## src/rtl/debounce_pkg.sv

```systemverilog
// Shared definitions for the push-button debouncer: FSM state encoding,
// default debounce depth and counter sizing helper.
package debounce_pkg;

  typedef enum logic [1:0] {
    IDLE      = 2'b00,
    RISE_WAIT = 2'b01,
    HIGH      = 2'b10,
    FALL_WAIT = 2'b11
  } db_state_t;

  localparam int unsigned DB_CYCLES_DEFAULT = 4;

  // Counter only needs to reach cycles-1; keep at least one bit.
  function automatic int unsigned cnt_width(input int unsigned cycles);
    return (cycles > 1) ? $clog2(cycles) : 1;
  endfunction

endpackage

```

## src/rtl/sync2.sv

```systemverilog
// Two-flop synchroniser bringing an asynchronous level into the clk domain.
module sync2 (
  input  logic rst,
  input  logic clk,
  input  logic d,
  output logic q
);

  logic meta;

  always_ff @(posedge clk or negedge rst) begin
    if (!rst) begin
      meta <= 1'b0;
      q    <= 1'b0;
    end else begin
      meta <= d;
      q    <= meta;
    end
  end

endmodule

```

## src/rtl/debounce_pulse.sv

```systemverilog
// Push-button debouncer: synchronises btn, accepts a level change after
// DB_CYCLES+1 stable samples and emits a one-cycle pulse per accepted press.
module debounce_pulse
  import debounce_pkg::*;
#(
  parameter int unsigned DB_CYCLES = DB_CYCLES_DEFAULT
) (
  input  logic       clk,
  input  logic       rst,
  input  logic       btn,
  output logic       pulse,
  output logic       level,
  output logic [1:0] st
);

  localparam int unsigned   CW       = cnt_width(DB_CYCLES);
  localparam logic [CW-1:0] CNT_LAST = CW'(DB_CYCLES - 1);

  logic          s;
  db_state_t     state, state_n;
  logic [CW-1:0] cnt, cnt_n;
  logic          accept;

  sync2 u_sync (
    .rst (rst),
    .clk (clk),
    .d   (btn),
    .q   (s)
  );

  always_ff @(posedge clk or negedge rst) begin
    if (!rst) begin
      state <= IDLE;
      cnt   <= '0;
      pulse <= 1'b0;
      level <= 1'b0;
    end else begin
      state <= state_n;
      cnt   <= cnt_n;
      pulse <= accept;
      // Registered from the next state so level rises together with pulse.
      level <= (state_n == HIGH) || (state_n == FALL_WAIT);
    end
  end

  always_comb begin
    state_n = state;
    cnt_n   = cnt;
    accept  = 1'b0;
    unique case (state)
      IDLE: begin
        if (s) begin
          state_n = RISE_WAIT;
          cnt_n   = '0;
        end
      end
      RISE_WAIT: begin
        if (!s) begin
          state_n = IDLE;
        end else if (cnt == CNT_LAST) begin
          state_n = HIGH;
          accept  = 1'b1;
        end else begin
          cnt_n = cnt + 1'b1;
        end
      end
      HIGH: begin
        if (!s) begin
          state_n = FALL_WAIT;
          cnt_n   = '0;
        end
      end
      FALL_WAIT: begin
        if (s) begin
          state_n = HIGH;
        end else if (cnt == CNT_LAST) begin
          state_n = IDLE;
        end else begin
          cnt_n = cnt + 1'b1;
        end
      end
      default: state_n = IDLE;
    endcase
  end

  assign st = state;

endmodule

```

## config.mk

```make
export PLATFORM = sky130hd
export DESIGN_NAME = debounce_pulse
export DESIGN_NICKNAME = d
export VERILOG_FILES = /design/src/rtl/debounce_pkg.sv /design/src/rtl/sync2.sv /design/src/rtl/debounce_pulse.sv
export SDC_FILE = /design/constraint.sdc
export NUM_CORES = 1
export LEC_CHECK = 0
export ABC_AREA = 1
export CELL_PAD_IN_SITES_DETAIL_PLACEMENT = 0
export CELL_PAD_IN_SITES_GLOBAL_PLACEMENT = 1
export CORE_AREA = 2 2 39 41
export CTS_CLUSTER_DIAMETER = 120
export DETAILED_ROUTE_END_ITERATION = 10
export DIE_AREA = 0 0 41 43
export PLACE_DENSITY_LB_ADDON = 0.1
export SLEW_MARGIN = 20
export SYNTH_ARGS = -nofsm -noshare
export SYNTH_HDL_FRONTEND = slang
export SYNTH_SLANG_ARGS = --single-unit
```

## constraint.sdc

```tcl
create_clock -name clk -period 0.89 [get_ports clk]
set_input_delay 0.089 -clock clk [delete_from_list [all_inputs] [get_ports clk]]
set_output_delay 0.089 -clock clk [all_outputs]
set_load 0.01 [all_outputs]
```

==> results of run 1 <==
==> critical path, delay by kind of cell, from the launching register on <==
kind                     cells  cell delay [ps]
AND/OR/NAND/NOR              5              350
flip-flops                   1              380
adder cells (fa/ha/maj)      1              200
==> routing by layer <==
layer  GRT usage [%]  wire [um]  up-vias
met4            10.0          0        0
met2            11.3        284        4
met3            3.14         20        0
li1                -          -      125
met5               0          0        -
met1            11.7        264      116
==> cell families (layout without fill, tap and decap cells) <==
group | after synthesis | after routing | share of synthesized area [%]
simple gates | 17 | 17 | 24.3
fa+ha+maj | 1 | 1 | 3.92
flops | 8 | 8 | 62.7
compound gates | 2 | 2 | 3.14
buf+inv | 5 | 18 | 5.88
==> through the flow <==
step	total power, mW	hold WS [ps]	setup WS (ps)	util (%)	TNS, ps
after global placement	1.07	344	-102	31.2	-544
after detailed placement	1.08	340	-117	31.2	-652
after floorplan	0.805	-207	-46.5	-	-146
after global routing	1.45	128	-158	32.8	-783
final	1.33	117	-87.7	32.8	-422
after CTS	1.33	116	-107	32.3	-380
==> power groups by stage <==
stage / clock network (mW) / logic [mW] / registers, mW
global placement: 0 / 0.547 / 0.519
detailed placement: 0 / 0.552 / 0.526
floorplan: 0 / 0.235 / 0.569
CTS: 0.280 / 0.530 / 0.520
global route: 0.305 / 0.617 / 0.531
finish: 0.265 / 0.550 / 0.518
==> state kept, by name, indices dropped and copies added (netlist names) <==
| register | flops |
|---|---|
| pulse | 1 |
| level | 1 |
| u_sync.meta | 1 |
| st | 2 |
| u_sync.q | 1 |
| cnt | 2 |
==> cell usage in the layout (no fill, tap or decap) <==
cell type        instances
nand2_1                  8
dfrtp_1                  8
buf_2                    4
buf_4                    4
nor2_1                   3
inv_1                    3
clkbuf_4                 3
nand2_2                  2
nand2_4                  2
inv_2                    2
o21ai_1                  2
clkdlybuf4s50_1          2
nor2_4                   1
nand3_2                  1
ha_2                     1
==> area by class of cell <==
| class | count | share of cell area (%) |
|---|---|---|
| tap | 16 | 4.41 |
| sequential | 8 | 44.1 |
| multi-input combinational | 20 | 27.0 |
| inverter | 5 | 4.13 |
| timing repair buffer | 10 | 15.4 |
| clock buffer | 3 | 4.96 |
==> path summary, 6_finish.rpt <==
check / to / slack (ps) / cells after the start
max: cnt[0]$_DFFE_PN0P_ / -90 / 6
min: level$_DFF_PN0_ / 120 / 1
max reg2reg: cnt[0]$_DFFE_PN0P_ / -90 / 6
min reg2reg: u_sync.q$_DFF_PN0_ / 350 / 0
max in group asynchronous: u_sync.meta$_DFF_PN0_ / 510 / 1
min in group clk: u_sync.meta$_DFF_PN0_ / 280 / 1
==> what timing repair did <==
| action | 4_1_cts | 5_1_grt |
|---|---|---|
| buffers inserted | 0 | 1 |
| gates resized for setup | 19 | 0 |
| pin swaps | 1 | 0 |
| setup endpoints to repair | 10 | 8 |
==> flow_metrics.py, run 1 <==
metrics = {
    "outcome": {
        "status": "complete, but fails checks",
        "violations": "setup timing",
    },
    "power_and_ir_drop": {
        "p_per_area_nw_per_um2": 2930,
        "comb_power_share_pct": 41.2,
        "p_leak_nw": 0.259,
        "vdd_ir_drop_max_mv": 0.958,
        "p_switching_uw": 454,
        "clockPowerShare_pct": 19.9,
        "switching_share_pct": 34.1,
        "power_frac_seq_pct": 38.9,
        "internal-power_uw": 879,
    },
    "setup_path": {
        "cp_data_required_time_ps": 1070,
        "startpoint_type": "register",
        "max_stage_delay_ps": 380,
        "crit_start": "cnt[1]$_DFFE_PN0P_",
        "cp_slowest_cell": "dfrtp_1",
        "critical_path_class": "register to register",
        "worstSetupEndpointType": "register",
        "worstPathMaxFanout": 3,
        "timing.critical_path.cells": "ha_2, nand2_4, nand2_4, nor2_4, nand2_1, nand2_1",
        "cp.arrival_ps": 1160,
        "r2r-start": "cnt[1]$_DFFE_PN0P_",
    },
    "timing": {
        "setup_slack_ps": -87.7,
        "drv_slew": 0,
        "post-route-period-util_pct": 110,
        "tightest_slew_ps": 356,
        "fmax_ghz": 1.02,
        "relSlewSlack_pct": 76.2,
        "skew_ps": 2.39,
        "final-setup-viol-count": 6,
        "rsz0062_at_grt": "yes",
        "final_hold_viol_count": 0,
        "post-route-min-period_ps": 978,
    },
    "drt": {
        "wire_per_inst_um": 9.18,
        "via_per_inst": 3.95,
        "drt_first_pass_iters": 2,
        "drt_wl_total_um": 569,
        "antenna_left": 0,
        "drc_errors": 0,
        "vias": 245,
        "drt_iter0_drc": 1,
    },
    "synth": {
        "ys_ff_latch": 8,
        "synth_cells": 33,
        "synth_nets": 37,
        "synth_ff_type": "dfrtp_1",
        "synth_area_um2": 319,
        "synth.area.top_cells": "dfrtp_1, nand2_1, ha_1, nand2_2, inv_1",
        "syn_area_per_cell_um2": 9.67,
        "seq_area_frac_synth_pct": 62.7,
        "synth_top_cell_area_share_pct": 62.7,
        "synth_top_area_cell": "dfrtp_1",
        "ys_types": 10,
        "synth-edff-count": 0,
        "synthMostInstantiatedCell": "nand2_1",
        "synth_commonest_cells": "nand2_1, dfrtp_1, inv_1, nor2_1",
        "async_flop_share_pct": 100,
        "yosys_warnings": 0,
    },
    "cts": {
        "cts_sinks": 8,
        "cts_hold_buf": 0,
        "cts_made_buffers": 3,
        "cts_tree": "done",
        "cts_max_path_buffers": 2,
        "worstSkewPairLatency_ps": 250,
        "path_clk_slew_ps": 50,
        "h-tree-depth": 1,
        "root_buffer": "clkbuf_4",
    },
    "floorplanning": {
        "die_h_um": 43,
        "fp.dieW_um": 41,
        "dieArea_um2": 1760,
        "initial_core_util_pct": 23.1,
        "placementRows": 14,
        "core_um2": 1380,
        "io_pins": 7,
    },
    "cells_and_area": {
        "drive_gt1_share_pct": 43.5,
        "num_antenna_cells": 0,
        "syn_to_final_growth_pct": 42.4,
        "multi_input_area_um2": 123,
        "nNetsFinal": 52,
        "final_area_um2": 454,
        "seqCellArea_um2": 200,
        "n_fill_cell": 164,
        "layoutNonFillerInstCount": 62,
    },
    "global_route": {
        "antenna_found_initial": 0,
        "grt_max_degree": 9,
        "grt-ovfl-total": 0,
        "grt_usage_pct": 9.36,
        "grt_pass1_vias": 251,
        "grt_pass1_wl_mm": 1.02,
    },
    "hold_path": {
        "min_path_type": "primary input to async pin",
    },
    "placement": {
        "place_area_um2": 432,
        "dp_hpwl_um": 437,
        "gp_congestion": 0.598,
        "portBuffers": 6,
        "placed_cells": 58,
    },
    "flow_run": {
        "cap_violations": 0,
    },
}
(Power assumes the default switching activity.)
==> inputs of run 2 (changes only) <==
SLEW_MARGIN = default   (was 20)
clock period = 0.86 ns   (was 0.89 ns; I/O delays follow)
==> run 2 against run 1 <==
Largest power group unchanged. Worst hold slack worse by 13 ps. Flip-flop and latch count did not move. Non-clock buffer count grew 1. Via count rose by 1.6%. Highest routed layer unchanged. Utilization increased by 0.54 points. Combinational power up 6.0%. Critical path depth is the same. The run still ends with setup timing left. Total power increased by 4.9%. Sequential power grew 3%.
==> flow_metrics.py, run 2 (same netlist as run 1, synthesis figures left out) <==
metrics = {
    "setup_path": {
        "cp_data_required_time_ps": 1040,
        "critical_path_class": "register to register",
        "max_stage_delay_ps": 380,
        "r2r-start": "cnt[1]$_DFFE_PN0P_",
        "startpoint_type": "register",
        "worstSetupEndpointType": "register",
        "cp_slowest_cell": "dfrtp_1",
        "r2r_cells": 6,
        "crit_buf_inv": 0,
        "rr_endpoint": "cnt[1]$_DFFE_PN0P_",
        "crit_family": "flip-flops",
        "r2r_setup_slack_ps": -140,
        "worstPathMaxFanout": 3,
        "cp.arrival_ps": 1180,
        "timing.critical_path.cells": "ha_2, nand2_4, nand2_4, nor2_4, nand2_1, nand2_1",
        "crit_cells": 6,
    },
    "timing": {
        "relSlewSlack_pct": 76.8,
        "post-route-min-period_ps": 996,
        "final_hold_viol_count": 0,
        "fmax_ghz": 1.00,
        "post-route-period-util_pct": 116,
        "setup_tns_ps": -677,
        "final-setup-viol-count": 7,
        "rsz0062_at_grt": "yes",
        "whs_ps": 105,
        "drv_slew": 0,
        "setup_slack_ps": -136,
        "skew_ps": 6.35,
        "tightest_slew_ps": 347,
    },
    "global_route": {
        "grt_pass1_wl_mm": 1.02,
        "grt_max_degree": 9,
        "grt_pass1_vias": 256,
        "antenna_found_initial": 0,
        "grt_usage_pct": 9.27,
        "grt-ovfl-total": 0,
    },
    "cells_and_area": {
        "final_util_pct": 33.4,
        "num_antenna_cells": 0,
        "drive_gt1_share_pct": 44.7,
        "layoutNonFillerInstCount": 63,
        "nNetsFinal": 53,
        "layout_common_cells": "nand2_1, dfrtp_1, buf_4",
        "final_area_um2": 462,
        "syn_to_final_growth_pct": 44.7,
    },
    "cts": {
        "cts_tree": "done",
        "cts_hold_buf": 0,
        "root_buffer": "clkbuf_4",
        "worstSkewPairLatency_ps": 250,
        "cts_max_path_buffers": 2,
        "cts_made_buffers": 3,
        "h-tree-depth": 1,
        "path_clk_slew_ps": 60,
        "cts_sinks": 8,
    },
    "floorplanning": {
        "io_pins": 7,
        "dieArea_um2": 1760,
        "initial_core_util_pct": 23.1,
        "die_h_um": 43,
        "fp.dieW_um": 41,
        "core_um2": 1380,
        "placementRows": 14,
    },
    "drt": {
        "antenna_left": 0,
        "vias": 249,
        "drt_wl_total_um": 606,
        "drt_iter0_drc": 8,
        "drt_first_pass_iters": 4,
        "drc_errors": 0,
        "wire_per_inst_um": 9.62,
        "via_per_inst": 3.95,
    },
    "placement": {
        "dp_hpwl_um": 465,
        "pre_cts_ws_ps": -157,
        "gp_congestion": 0.596,
        "portBuffers": 6,
        "placed_cells": 59,
        "place_area_um2": 439,
    },
    "power_and_ir_drop": {
        "p_leak_nw": 0.263,
        "vdd_ir_drop_max_mv": 0.941,
        "p_per_area_nw_per_um2": 3030,
        "p_total_mw": 1.40,
    },
    "flow_run": {
        "cap_violations": 0,
    },
    "outcome": {
        "violations": "setup timing",
        "status": "complete, but fails checks",
    },
    "hold_path": {
        "min_path_type": "primary input to async pin",
    },
}
[run 2: cell types whose count changed in the layout (fill, tap and decap cells not counted), sizes merged]
| cell | delta |
|---|---|
| buf | +1 |
[run 2: how the worst max path moves through the flow]
stage                             startpoint            endpoint  slack, ps
after global routing      cnt[1]$_DFFE_PN0P_  cnt[0]$_DFFE_PN0P_       -210
after global placement    cnt[1]$_DFFE_PN0P_  cnt[0]$_DFFE_PN0P_       -130
after CTS                 cnt[1]$_DFFE_PN0P_  cnt[1]$_DFFE_PN0P_       -140
after detailed placement  cnt[1]$_DFFE_PN0P_  cnt[1]$_DFFE_PN0P_       -160
after floorplan           cnt[0]$_DFFE_PN0P_  cnt[0]$_DFFE_PN0P_        -80
final                     cnt[1]$_DFFE_PN0P_  cnt[1]$_DFFE_PN0P_       -140
[run 2: worst register-to-register path, cell delays in order, from the launching register on]
cell and delay (ps):
dfrtp_1 380, ha_2 200, nand2_4 100, nand2_4 50, nor2_4 100, nand2_1 60
nand2_1 50
[run 2: per-layer routing]
| metal | up-vias | track usage [%] | part of all wire (%) |
|---|---|---|---|
| met4 | 0 | 8.00 | 0 |
| met2 | 6 | 11.9 | 51 |
| met5 | - | 0 | 0 |
| met3 | 0 | 3.14 | 3.6 |
| met1 | 114 | 11.8 | 45 |
| li1 | 129 | - | - |
[run 2: power by group]
group | internal [mW] | switching [mW]
registers | 0.481 | 0.0523
clock network | 0.159 | 0.122
logic | 0.277 | 0.306
[run 2: area by class of cell]
cell class | count | area [um^2]
fillers | 149 | 922
flip-flops and latches | 8 | 200
multi-input cells | 20 | 123
repair buffers | 11 | 77.6
clock buffers | 3 | 22.5
well taps | 16 | 20.0
inverters | 5 | 18.8
[run 2: timing repair]
action | CTS | global route
setup buffers | 0 | 1
setup endpoints to repair | 10 | 9
resized for setup | 19 | 0
pin swaps | 0 | 0
==> inputs of run 3 (changes only) <==
SLEW_MARGIN = 30   (was default)
==> results of run 3 <==
No change in the layout: final DEF, timing and power equal those of run 2.
